--- src/rtl/task_icd_pkg.sv ---
// rtl/task_icd_pkg.sv - Task ICD constants, framer state type and length check helper
package task_icd_pkg;

    // Index of the header word that carries the message length in bytes.
    localparam int LEN_IDX       = 1;
    // Smallest legal message: the header words up to and including the length word.
    localparam int HEADER_BYTES  = (LEN_IDX + 1) * 4;
    localparam int MAX_MSG_BYTES = 64;
    localparam int MAX_MSG_WORDS = MAX_MSG_BYTES / 4;
    // Width of a word index inside one message.
    localparam int IDX_W         = $clog2(MAX_MSG_WORDS);

    typedef enum logic [1:0] {
        IDLE  = 2'd0,
        HDR   = 2'd1,
        BODY  = 2'd2,
        FLUSH = 2'd3
    } framer_state_t;

    // A length is usable only if it is word aligned and inside the legal range.
    function automatic logic len_valid(input logic [31:0] len);
        return (len[1:0] == 2'b00) &&
               (len >= 32'(HEADER_BYTES)) &&
               (len <= 32'(MAX_MSG_BYTES));
    endfunction

endpackage

--- src/rtl/task_framer_byte_packer.sv ---
// rtl/task_framer_byte_packer.sv - Big-endian byte-to-word packer with pad-and-complete
module byte_packer (
    input  logic        clk,
    input  logic        rst,
    input  logic        byte_fire,
    input  logic [7:0]  byte_data,
    input  logic        pad,
    output logic        word_done,
    output logic [31:0] word_data
);

    logic [31:0] sr_q, sr_d;
    logic [1:0]  cnt_q, cnt_d;
    logic [31:0] merged;

    // Merge the incoming byte into its big-endian lane; unfilled lanes stay zero so a pad completes cleanly.
    always_comb begin
        merged = sr_q;
        if (byte_fire) begin
            case (cnt_q)
                2'd0:    merged[31:24] = byte_data;
                2'd1:    merged[23:16] = byte_data;
                2'd2:    merged[15:8]  = byte_data;
                default: merged[7:0]   = byte_data;
            endcase
        end
        word_done = (byte_fire && (cnt_q == 2'd3)) || pad;
        word_data = merged;
        sr_d      = sr_q;
        cnt_d     = cnt_q;
        if (word_done) begin
            sr_d  = '0;
            cnt_d = '0;
        end else if (byte_fire) begin
            sr_d  = merged;
            cnt_d = cnt_q + 2'd1;
        end
    end

    // Partial word and byte position registers.
    always_ff @(posedge clk or posedge rst) begin
        if (rst) begin
            sr_q  <= '0;
            cnt_q <= '0;
        end else begin
            sr_q  <= sr_d;
            cnt_q <= cnt_d;
        end
    end

endmodule

--- src/rtl/task_framer.sv ---
// rtl/task_framer.sv - Byte stream to framed task word stream (timeout flush: TASK_FRAMER_TIMEOUT_EN)
module task_framer #(
    parameter int unsigned TIMEOUT_CYCLES = 1024,
    parameter int unsigned TO_W           = 16
) (
    input  logic        clk,
    input  logic        rst,
    output logic        asi_byte_ready,
    input  logic        asi_byte_valid,
    input  logic [7:0]  asi_byte_data,
    input  logic        aso_task_ready,
    output logic        aso_task_valid,
    output logic        aso_task_sop,
    output logic        aso_task_eop,
    output logic [31:0] aso_task_data,
    output logic        err_len,
    output logic        err_timeout
);

    import task_icd_pkg::*;

    if ((64'(1) << TO_W) <= 64'(TIMEOUT_CYCLES)) begin : g_to_w_check
        $error("TO_W too narrow for TIMEOUT_CYCLES");
    end

    framer_state_t    state_q, state_d;
    logic [IDX_W-1:0] word_idx_q, word_idx_d;
    logic [IDX_W-1:0] last_idx_q, last_idx_d;
    logic             valid_q, valid_d;
    logic             sop_q, sop_d;
    logic             eop_q, eop_d;
    logic [31:0]      data_q, data_d;
    logic             err_len_q, err_len_d;

    logic             byte_ready;
    logic             byte_fire;
    logic             out_free;
    logic             pad;
    logic             word_done;
    logic [31:0]      word_data;
    logic             len_ok;
    logic [IDX_W:0]   len_words;
    logic [IDX_W-1:0] len_last;
    logic             len_hit;
    logic             load_eop;

`ifdef TASK_FRAMER_TIMEOUT_EN
    logic [TO_W-1:0]  gap_q, gap_d;
    logic             err_timeout_q, err_timeout_d;
`endif

    // The output register can take a new word when empty or draining this cycle.
    assign out_free       = ~valid_q | aso_task_ready;
    assign byte_ready     = (state_q != FLUSH) & out_free & ~rst;
    assign byte_fire      = asi_byte_valid & byte_ready;
    assign pad            = (state_q == FLUSH) & out_free;

    byte_packer u_packer (
        .clk       (clk),
        .rst       (rst),
        .byte_fire (byte_fire),
        .byte_data (asi_byte_data),
        .pad       (pad),
        .word_done (word_done),
        .word_data (word_data)
    );

    assign len_ok    = len_valid(word_data);
    assign len_words = word_data[IDX_W+2:2];
    assign len_last  = IDX_W'(len_words - 1'b1);

    // Framing FSM: word indexing, length capture, eop placement and output register loading.
    always_comb begin
        state_d    = state_q;
        word_idx_d = word_idx_q;
        last_idx_d = last_idx_q;
        valid_d    = valid_q;
        sop_d      = sop_q;
        eop_d      = eop_q;
        data_d     = data_q;
        err_len_d  = 1'b0;
        len_hit    = 1'b0;
        load_eop   = 1'b0;
`ifdef TASK_FRAMER_TIMEOUT_EN
        err_timeout_d = 1'b0;
        gap_d         = gap_q;
`endif
        if (valid_q && aso_task_ready) begin
            valid_d = 1'b0;
        end
        if (word_done) begin
            len_hit = (state_q == HDR) && (word_idx_q == IDX_W'(LEN_IDX));
            if (state_q == FLUSH) begin
                load_eop = 1'b1;
            end else if (len_hit) begin
                if (!len_ok) begin
                    load_eop  = 1'b1;
                    err_len_d = 1'b1;
                end else begin
                    last_idx_d = len_last;
                    load_eop   = (len_last == IDX_W'(LEN_IDX));
                end
            end else if (state_q == BODY) begin
                load_eop = (word_idx_q == last_idx_q);
            end
            valid_d = 1'b1;
            sop_d   = (word_idx_q == '0);
            eop_d   = load_eop;
            data_d  = word_data;
            if (load_eop) begin
                word_idx_d = '0;
                state_d    = IDLE;
            end else begin
                word_idx_d = word_idx_q + 1'b1;
                if (len_hit) begin
                    state_d = BODY;
                end
            end
`ifdef TASK_FRAMER_TIMEOUT_EN
            if (state_q == FLUSH) begin
                err_timeout_d = 1'b1;
            end
`endif
        end else if ((state_q == IDLE) && byte_fire) begin
            state_d = HDR;
        end
`ifdef TASK_FRAMER_TIMEOUT_EN
        // Gap counts idle cycles inside a message; downstream stalls are not the sender's fault.
        if ((state_q == HDR) || (state_q == BODY)) begin
            if (byte_fire) begin
                gap_d = '0;
            end else if (!(valid_q && !aso_task_ready)) begin
                gap_d = gap_q + 1'b1;
                if (gap_d == TO_W'(TIMEOUT_CYCLES)) begin
                    state_d = FLUSH;
                end
            end
        end else begin
            gap_d = '0;
        end
`endif
    end

    // State, counters and the single-entry output word register.
    always_ff @(posedge clk or posedge rst) begin
        if (rst) begin
            state_q    <= IDLE;
            word_idx_q <= '0;
            last_idx_q <= '0;
            valid_q    <= 1'b0;
            sop_q      <= 1'b0;
            eop_q      <= 1'b0;
            data_q     <= '0;
            err_len_q  <= 1'b0;
        end else begin
            state_q    <= state_d;
            word_idx_q <= word_idx_d;
            last_idx_q <= last_idx_d;
            valid_q    <= valid_d;
            sop_q      <= sop_d;
            eop_q      <= eop_d;
            data_q     <= data_d;
            err_len_q  <= err_len_d;
        end
    end

`ifdef TASK_FRAMER_TIMEOUT_EN
    // Inter-byte gap counter and flush error pulse.
    always_ff @(posedge clk or posedge rst) begin
        if (rst) begin
            gap_q         <= '0;
            err_timeout_q <= 1'b0;
        end else begin
            gap_q         <= gap_d;
            err_timeout_q <= err_timeout_d;
        end
    end
    assign err_timeout = err_timeout_q;
`else
    assign err_timeout = 1'b0;
`endif

    assign asi_byte_ready = byte_ready;
    assign aso_task_valid = valid_q;
    assign aso_task_sop   = sop_q;
    assign aso_task_eop   = eop_q;
    assign aso_task_data  = data_q;
    assign err_len        = err_len_q;

endmodule

--- config.mk ---
export PLATFORM = sky130hd
export DESIGN_NAME = task_framer
export DESIGN_NICKNAME = d
export VERILOG_FILES = /design/src/rtl/task_icd_pkg.sv /design/src/rtl/task_framer_byte_packer.sv /design/src/rtl/task_framer.sv
export SDC_FILE = /design/constraint.sdc
export NUM_CORES = 1
export LEC_CHECK = 0
export CORE_ASPECT_RATIO = 1.25
export CORE_MARGIN = 2
export CORE_UTILIZATION = 60
export CTS_BUF_LIST = sky130_fd_sc_hd__clkbuf_4 sky130_fd_sc_hd__clkbuf_8
export DETAILED_ROUTE_END_ITERATION = 6
export GPL_TIMING_DRIVEN = 0
export PLACE_DENSITY_LB_ADDON = 0.2
export SKIP_CTS_REPAIR_TIMING = 1
export SLEW_MARGIN = 5
export SYNTH_ARGS = -nofsm -noshare
export SYNTH_HDL_FRONTEND = slang
export SYNTH_SLANG_ARGS = --single-unit
--- constraint.sdc ---
create_clock -name clk -period 6.86 [get_ports clk]
set_input_delay 1.372 -clock clk [delete_from_list [all_inputs] [get_ports clk]]
set_output_delay 1.372 -clock clk [all_outputs]
set_load 0.1 [all_outputs]
==> reports/metrics.cfg <==
[sta]
finalSetupViolCount = 0
max-slew-margin-rel_pct = 34.2
worst-slew-pin-transition_ns = 0.984
finClkSkew_ns = 0.0101
finalCritPeriodShare_pct = 68.9
tns_ns = 0
fmax_mhz = 211
finalMaxSlewViolations = 0
rsz0062_at_grt = no
fin_crit_ns = 4.73
hold_viol = 0

[global_routing]
grt_pass1_wl_mm = 15.7
grt_pass1_vias = 3252
gr-usage-met3_pct = 3.79
grt-busiest-layer = met2
grt_start_max_net_pins = 60
grt-ovfl-total = 0
antenna_found_initial = 0
grt_use_met2_pct = 47.2
use_met1_pct = 34.3
grt_usage_pct = 27.6

[floorplanning]
die_w_um = 76.9
start_util_pct = 61.5
ios = 50
num_rows = 33
fp.dieH_um = 95.2
coreArea_um2 = 6480
die_area_um2 = 7320

[yosys]
synthDistinctLibCells = 47
ys_seq_elements = 80
synthTopCellsByArea = dfrtp_1 (50%), mux2i_1 (9.3%), nor2_1 (7.4%), a21oi_1 (5.4%), ha_1 (3.1%)
syn_nets = 437
synthArstFlopShare_pct = 100
synth_edf_count = 0
synth_commonest_cells = dfrtp_1 (80), nor2_1 (79), a21oi_1 (43)
synth_top_area_share_pct = 50.2
avgSynthCellArea_um2 = 9.61
yosysMostFrequentCell = dfrtp_1
yosysSeqAreaShare_pct = 50.2
yosys.area.top_type = dfrtp_1
synthFlopType = dfrtp_1
synthCells = 415
syn-cell-area_um2 = 3990
yosysWarnings = 0

[min_path]
hp-class = reg -> reg

[layout]
n_antenna_cell = 0
fill_cells = 513
nNetsFinal = 493
drive_gt1_share_pct = 7.16
layout-area-overhead-vs-synth_pct = 18.6

[critical_path]
crit_path_end_kind = output pin
crit_path_max_fanout = 6
path_buf_inv = 2
crit_family = buffers and inverters
critPathMaxStageDelay_ns = 1.13
path_class = in -> out
path_cells = clkdlybuf4s50_1 -> nand2b_2 -> nand2_1 -> nor2_1 -> clkdlybuf4s50_1
crit_arrival_ns = 3.36
startpoint_type = input pin
path_common_cell = clkdlybuf4s50_1
rrSetupSlack_ns = 3.46
worstPathRequired_ns = 5.49
slowest_stage = clkdlybuf4s50_1

[place]
place_congestion = 0.858
numPortBuffers = 44
dp_hpwl_mm = 6.81

[clock_tree]
cts_tree = done
root_buffer = clkbuf_8
clock_path_buffers = 2
path_clk_slew_ns = 0.08
cts_sinks = 80
htreeDepth = 3
cts_buffers = 9
worstSkewPairLatency_ns = 0.36

[routing]
wl_mm = 9.43
wl_per_cell_um = 16.8
via_per_inst = 5.80
ant_nets = 0
drcViolationCount = 0
vias = 3258
drt_pass1_iterations = 4
dr.first_iter.drc_count = 222

[run]
maxCapViolations = 0

[run_status]
status = completed

-- layout make-up --
class                      count  area, µm²  share of cell area [%]
inverter                      13       51.3                    1.08
clock inverter                 6       37.5                   0.794
tap                           87        109                    2.30
timing repair buffer          45        468                    9.89
clock buffer                   9        124                    2.62
buffer                        24        108                    2.28
sequential                    80       2000                    42.3
multi-input combinational    298       1830                    38.7
-- per-stage QoR --
stage	hold WS, ns	setup slack (ns)	utilization, %	cells	area, µm²
floorplan	0.477	2.61	-	415	3990
global placement	0.451	2.13	70.0	546	4540
finish	0.469	2.13	73.0	562	4730
CTS	0.474	2.12	73.0	562	4730
global route	0.497	2.02	73.0	562	4730
detailed placement	0.455	2.12	70.5	547	4570
-- flip-flops by register name (all words and copies together) (netlist names) --
signal          flops
state_q             2
aso_task_valid      1
aso_task_data      32
word_idx_q          4
aso_task_eop        1
u_packer.sr_q      32
last_idx_q          4
err_len             1
u_packer.cnt_q      2
aso_task_sop        1
-- final timing paths --
kind	startpoint	to	cells past startpoint
setup / recovery	aso_task_ready	asi_byte_ready	5
hold / removal	aso_task_sop	aso_task_sop	2
setup reg to reg	u_packer.cnt_q[0]	last_idx_q[0]	12
hold reg to reg	aso_task_sop	aso_task_sop	2
max in group asynchronous	rst	u_packer.sr_q[24]	3
min in group asynchronous	rst	u_packer.cnt_q[0]	2
-- metal layers --
metal | share of wire, % | up-vias
li1 | - | 1544
met1 | 42 | 1611
met2 | 52 | 90
met3 | 4.1 | 13
met4 | 2.1 | 0
met5 | 0 | -
-- cell families (layout without fill, tap and decap cells) --
family                   after synthesis  count (layout)  synth area share (%)
flip-flops                            80              80                  50.2
XOR/XNOR                               5               5                  1.10
adder cells (fa/ha/maj)               10              10                  3.14
buffers and inverters                 37              97                  3.92
AO/OA/AOI/OAI                         78              78                  11.5
other                                  1               1                0.0940
AND/OR/NAND/NOR                      164             164                  19.9
multiplexers                          40              40                  10.2
-- tightest hold or removal path: stages (launching register included) --
cell and delay (ns):
dfrtp_1 0.34, nand2_1 0.05, nand2_1 0.05
-- layout by cell type (no fill, tap or decap), types with 2 or more instances in the layout --
master            n
or3_1             4
a31oi_1           5
mux2i_1          37
nand3_1           8
mux2_2            2
and2_1            9
nand2b_1          3
o21ai_1           2
clkbuf_1         16
dfrtp_1          80
a22oi_1          11
nor2_1           79
and3_1            4
o22a_1            2
nor4_1            4
clkinv_2          3
clkdlybuf4s50_1  44
nand4_1           5
nand3b_1          2
clkbuf_8          9
clkinvlp_4        3
ha_1             10
buf_1             2
nand2_1          23
buf_4             4
inv_1            12
nor3b_1           3
nor3_1           11
o21ai_0           7
a21oi_1          43
buf_2             2
xnor2_1           4
nand3_4           2
Power is left out: the tool's default activity adds up to more than one toggle a clock period on the data nets, which glitch-free logic cannot reach.
